<file path="config.mk">
export PLATFORM = sky130hd
export DESIGN_NAME = tv_clip
export DESIGN_NICKNAME = d
export VERILOG_FILES = /design/src/rtl/tv_pkg.sv /design/src/rtl/tv_clip_lane.sv /design/src/rtl/tv_clip.sv
export SDC_FILE = /design/constraint.sdc
export NUM_CORES = 1
export LEC_CHECK = 0
export CORE_MARGIN = 2
export CORE_UTILIZATION = 45
export DETAILED_ROUTE_END_ITERATION = 12
export GPL_ROUTABILITY_DRIVEN = 0
export PLACE_DENSITY = 0.73
export SKIP_LAST_GASP = 1
export SLEW_MARGIN = 20
export SYNTH_ARGS = -nofsm -noshare
export SYNTH_HDL_FRONTEND = slang
export SYNTH_SLANG_ARGS = --single-unit
</file>
<file path="constraint.sdc">
create_clock -name clk -period 3.3 [get_ports clk]
set_input_delay 0.33 -clock clk [delete_from_list [all_inputs] [get_ports clk]]
set_output_delay 0.33 -clock clk [all_outputs]
set_load 0.05 [all_outputs]
</file>
<file path="src/rtl/tv_pkg.sv">
// Shared constants, fp16 field values and FSM state type for the GAP-TV clip stage.
package tv_pkg;

  localparam int PORT_SIZE = 16;
  localparam int COL_WIDTH = 4;
  localparam int ROW_NUM   = 48;
  localparam int WORDS     = ROW_NUM * COL_WIDTH;
  localparam int RD_LAT    = 1;
  localparam int ADDR_W    = 8;
  localparam int DATA_W    = PORT_SIZE * 16;
  localparam int CNT_W     = $clog2(PORT_SIZE + 1);

  localparam logic [4:0]  FP16_EXP_MAX = 5'h1F;
  localparam logic [14:0] FP16_INF_MAG = 15'h7C00;

  typedef enum logic [1:0] {IDLE, RUN, DRAIN, DONE} state_t;

  function automatic logic [CNT_W-1:0] count_ones(input logic [PORT_SIZE-1:0] v);
    logic [CNT_W-1:0] n;
    n = '0;
    for (int i = 0; i < PORT_SIZE; i++) n = n + CNT_W'(v[i]);
    return n;
  endfunction

endpackage

</file>
<file path="src/rtl/tv_clip_lane.sv">
// One fp16 lane of the dual-variable projection: clip magnitude to lam, zero NaNs.
module tv_clip_lane
  import tv_pkg::*;
(
  input  logic [15:0] x,
  input  logic [14:0] lam,
  output logic [15:0] y,
  output logic        is_nan,
  output logic        is_clipped
);

  // NOTE: every output gets a default first so no path leaves a latch behind.
  always_comb begin
    is_nan     = (x[14:10] == FP16_EXP_MAX) && (x[9:0] != 10'd0);
    is_clipped = !is_nan && (x[14:0] > lam);
    y          = x;
    if (is_nan)          y = 16'h0000;
    else if (is_clipped) y = {x[15], lam};
  end

endmodule

</file>
<file path="src/rtl/tv_clip.sv">
// Sweeps the difference BRAM once per start and writes every lane clipped to [-lambda, +lambda].
// Optional clipped-lane counter port clip_cnt is built when TV_CLIP_STATS_EN is defined.
module tv_clip
  import tv_pkg::*;
(
  input  logic              clk,
  input  logic              rst,
  input  logic              start,
  input  logic [15:0]       lambda,
  output logic              busy,
  output logic              done,
  output logic              nan_seen,
  output logic              ren,
  output logic [ADDR_W-1:0] raddr,
  input  logic [DATA_W-1:0] din,
  output logic              wen,
  output logic [ADDR_W-1:0] waddr,
  output logic [DATA_W-1:0] dout
`ifdef TV_CLIP_STATS_EN
  ,
  output logic [15:0]       clip_cnt
`endif
);

  localparam logic [ADDR_W-1:0] LAST_ADDR = ADDR_W'(WORDS - 1);

  state_t state_q, state_d;

  logic [14:0]       lam_q;
  logic              rd_vld  [RD_LAT];
  logic [ADDR_W-1:0] rd_addr [RD_LAT];

  logic [DATA_W-1:0]    clip_word;
  logic [PORT_SIZE-1:0] nan_vec;
  logic [PORT_SIZE-1:0] clip_vec;

  logic accept;
  logic last_rd;
  logic last_wr;
  logic lambda_nan;
  logic unused_bits;

  assign accept     = (state_q == IDLE) && start;
  assign last_rd    = ren && (raddr == LAST_ADDR);
  assign last_wr    = wen && (waddr == LAST_ADDR);
  assign lambda_nan = (lambda[14:10] == FP16_EXP_MAX) && (lambda[9:0] != 10'd0);

  for (genvar g = 0; g < PORT_SIZE; g++) begin : g_lane
    tv_clip_lane u_lane (
      .x          (din[g*16 +: 16]),
      .lam        (lam_q),
      .y          (clip_word[g*16 +: 16]),
      .is_nan     (nan_vec[g]),
      .is_clipped (clip_vec[g])
    );
  end

  always_ff @(posedge clk) begin
    if (rst) state_q <= IDLE;
    else     state_q <= state_d;
  end

  always_comb begin
    state_d = state_q;
    case (state_q)
      IDLE:    if (start)   state_d = RUN;
      RUN:     if (last_rd) state_d = DRAIN;
      DRAIN:   if (last_wr) state_d = DONE;
      DONE:                 state_d = IDLE;
      default:              state_d = IDLE;
    endcase
  end

  always_comb begin
    ren  = (state_q == RUN);
    busy = (state_q == RUN) || (state_q == DRAIN);
    done = (state_q == DONE);
  end

  // NOTE: sequential state uses <= so every register samples pre-edge values.
  always_ff @(posedge clk) begin
    if (rst) begin
      // NOTE: the valid pipeline is reset so no write can issue after rst is sampled.
      raddr    <= '0;
      lam_q    <= '0;
      wen      <= 1'b0;
      waddr    <= '0;
      dout     <= '0;
      nan_seen <= 1'b0;
      for (int i = 0; i < RD_LAT; i++) begin
        rd_vld[i]  <= 1'b0;
        rd_addr[i] <= '0;
      end
    end else begin
      if (accept) begin
        lam_q    <= lambda_nan ? FP16_INF_MAG : lambda[14:0];
        nan_seen <= 1'b0;
      end
      if (ren) raddr <= last_rd ? '0 : raddr + ADDR_W'(1);

      rd_vld[0]  <= ren;
      rd_addr[0] <= raddr;
      for (int i = 1; i < RD_LAT; i++) begin
        rd_vld[i]  <= rd_vld[i-1];
        rd_addr[i] <= rd_addr[i-1];
      end

      wen <= rd_vld[RD_LAT-1];
      if (rd_vld[RD_LAT-1]) begin
        waddr <= rd_addr[RD_LAT-1];
        dout  <= clip_word;
        if (|nan_vec) nan_seen <= 1'b1;
      end
    end
  end

`ifdef TV_CLIP_STATS_EN
  logic [16:0] cnt_sum;
  assign cnt_sum     = {1'b0, clip_cnt} + 17'(count_ones(clip_vec));
  assign unused_bits = lambda[15];

  always_ff @(posedge clk) begin
    if (rst)                    clip_cnt <= '0;
    else if (accept)            clip_cnt <= '0;
    else if (rd_vld[RD_LAT-1])  clip_cnt <= cnt_sum[16] ? 16'hFFFF : cnt_sum[15:0];
  end
`else
  assign unused_bits = ^{lambda[15], clip_vec};
`endif

endmodule

</file>
==> results.toml <==
[yosys]
ys_seq_elements = 300
synth_warnings = 0
avgSynthCellArea_um2 = 8.640
synth_area_leaders = "dfxtp_1 (28%), ha_1 (14%), a22oi_1 (8.4%)"
synth_most_common_cell = "nand3_1"
synth_top_cell_by_area = "dfxtp_1"
syn-cell-area_um2 = 21660
yosys.area.top_type_share_pct = 27.73
async_reset_ff_share_pct = 0
ys.flop_type = "dfxtp_1"
synthTopCellsByCount = "nand3_1 (315), dfxtp_1 (300), nand4_1 (278)"
syn_inst = 2507
seq_area_frac_synth_pct = 27.73
synth_fp_nets = 3028
synth_edf_count = 0
synth_cell_types = 47

[critical_path]
slowest_stage = "a211oi_4"
reg2reg_slack_ns = 0.28
crit_path_max_incr_delay_ns = 0.62
crit_path_start_kind = "flop"
cp-startpoint = "lam_q[11]"
required_ns = 3.81
cp.arrival_ns = 3.54
crit_chain = "inv_1 -> buf_4 -> ha_1 -> nand4_1 -> nor3_2 -> nand2_2 -> a211oi_4 -> a22oi_1 -> nand3_1"
critPathKind = "reg2reg"
rr_startpoint = "lam_q[11]"
cp_max_fo = 15
end_kind = "flop"

[route]
dr.pass1.iters = 6
ant_nets = 0
dr_wl_met2_mm = 43.35
wl_per_cell_um = 27.11
drc_errors = 0
drtIter0Drc = 3206
detail_route.vias_per_cell = 6.904
top_layer = "met4"
wl_met1_mm = 36.35
wl_met3_mm = 10.89
routed_wl_mm = 98.23
num_vias = 25010

[power_and_ir_drop]
ir_worst_vdd_mv = 0.4485
power.internal_mw = 8.698
seq_power_share_pct = 27.7
pwr_density_cell_nw_per_um2 = 536.9
p_comb_share_pct = 43.9
pwr-share-clk_pct = 28.4
swShare_pct = 43.42
p_switching_mw = 6.675
power.leakage_nw = 10.68

[layout]
fin_util_pct = 60.10
fillers = 4075
final_cell_area_um2 = 28630
layout-drive-gt1-share_pct = 8.979
layout.nets = 3488
syn_to_final_growth_pct = 32.20

[hold_path]
hold_path_class = "in2reg"
min_from = "din[175]"

[clocking]
cts_sinks = 300
htree_num_levels = 2
cts_resized = 0
cts_max_path_buffers = 3
numCtsBuffers = 37
cts_root_buf = "clkbuf_16"
clkLatencyLatePin_ns = 0.57
cts_hold_buf = 0
cts_setup_buffers = 0
tritoncts = "yes"
clk_pin_slew_ns = 0.06

[timing]
tightest_slew_ns = 1.125
rsz0062_at_grt = "no"
fmax_mhz = 330.8
setup_violations = 0
slew_headroom_pct = 24.58
hold_viol = 0
fin_skew_ns = 0.01930
drv_slew = 0
hold_ws_ns = 0.3409
worst_slack_ns = 0.2772
min_period_ns = 3.023
setup_tns_ns = 0
fin_crit_sh_pct = 91.60

[global_route]
grt_max_degree = 151
antenna_found_initial = 13
grt_pass1_vias = 23730
track_usage_pct = 37.45
gr-total-overflow = 0
grt_pass1_wl_mm = 144.1

[placed_design]
hpwl_mm = 67.00
placed_cell_area_um2 = 27330
portBuffers = 550
dp_slack_ns = 0.4157

[floorplanning]
floorplan.initialDensity_pct = 45.46
rows = 80
die_area_um2 = 49900
die_h_um = 223.4
die_w_um = 223.4
io_pins = 552
core_area_um2 = 47650

[flow_run]
cap_violations = 0

[outcome]
status = "complete, no violations"
-- worst paths after layout --
| path | depth (start not counted) | end |
|---|---|---|
| max reg2reg | 9 | dout[160] |
| min reg2reg | 2 | dout[31] |
| max | 9 | dout[160] |
| min | 3 | dout[175] |
-- layout by cell type (no fill, tap or decap), types with 48 or more instances in the layout --
master / synthesis / final
nand2_1: 125 / 125
o211ai_1: 220 / 220
dfxtp_1: 300 / 284
inv_1: 49 / 48
ha_1: 246 / 246
nor2_1: 73 / 72
nand3_1: 315 / 315
a22oi_1: 242 / 242
a21oi_1: 94 / 94
nand4_1: 278 / 278
buf_4: 7 / 70
clkdlybuf4s50_1: 0 / 549
-- routing by layer --
metal  track usage (%)  up-vias
li1                  -    10940
met4             25.68        0
met1             45.31    11920
met3             8.956      440
met2             58.96     1717
met5                 0        -
-- critical path, delay by kind of cell, from the launching register on --
family	cells	cell delay, ns
buf+inv	2	0.93
simple gates	4	0.74
compound gates	2	0.78
flops	1	0.32
fa+ha+maj	1	0.18
-- state kept, by name (all words and copies together) (netlist names) --
name	flops
nan_seen	1
lam_q	15
waddr	8
dout	256
rd_addr	8
rd_vld	1
raddr	8
wen	1
state_q	2
-- logic make-up after synthesis --
logic type | share of synthesized area (%)
and+or+nand+nor | 23.40
AOI/OAI and AO/OA | 27.32
DFF | 27.73
buffers and inverters | 6.580
adders and majority gates | 14.21
muxes | 0.5141
xor gates and xnor gates | 0.2426
-- final cells by class --
class	instances	area (µm²)	share of cell area, %
well taps	615	769.5	2.687
clock inverters	14	162.7	0.5681
flip-flops and latches	300	6026	21.04
diodes	12	30.03	0.1049
repair buffers	624	6106	21.32
inverters	49	183.9	0.6423
clock buffers	54	1112	3.885
multi-input cells	1955	14240	49.74
-- power groups by stage --
| stage | combinational (mW) | clock, mW | sequential (mW) |
|---|---|---|---|
| final | 6.75 | 4.37 | 4.25 |
| after floorplan | 2.94 | 0 | 5.37 |
| after global placement | 6.36 | 0 | 4.31 |
| after global routing | 7.08 | 4.51 | 4.29 |
| after detailed placement | 6.56 | 0 | 4.32 |
| after CTS | 6.59 | 4.37 | 4.25 |
-- metrics by stage --
stage / std cells / power [mW]
finish: 3623 / 15.37
floorplan: 2507 / 8.309
CTS: 3611 / 15.21
global placement: 3543 / 10.67
detailed placement: 3543 / 10.88
global route: 3623 / 15.87
Note: power is estimated with default switching activity, not from simulation.
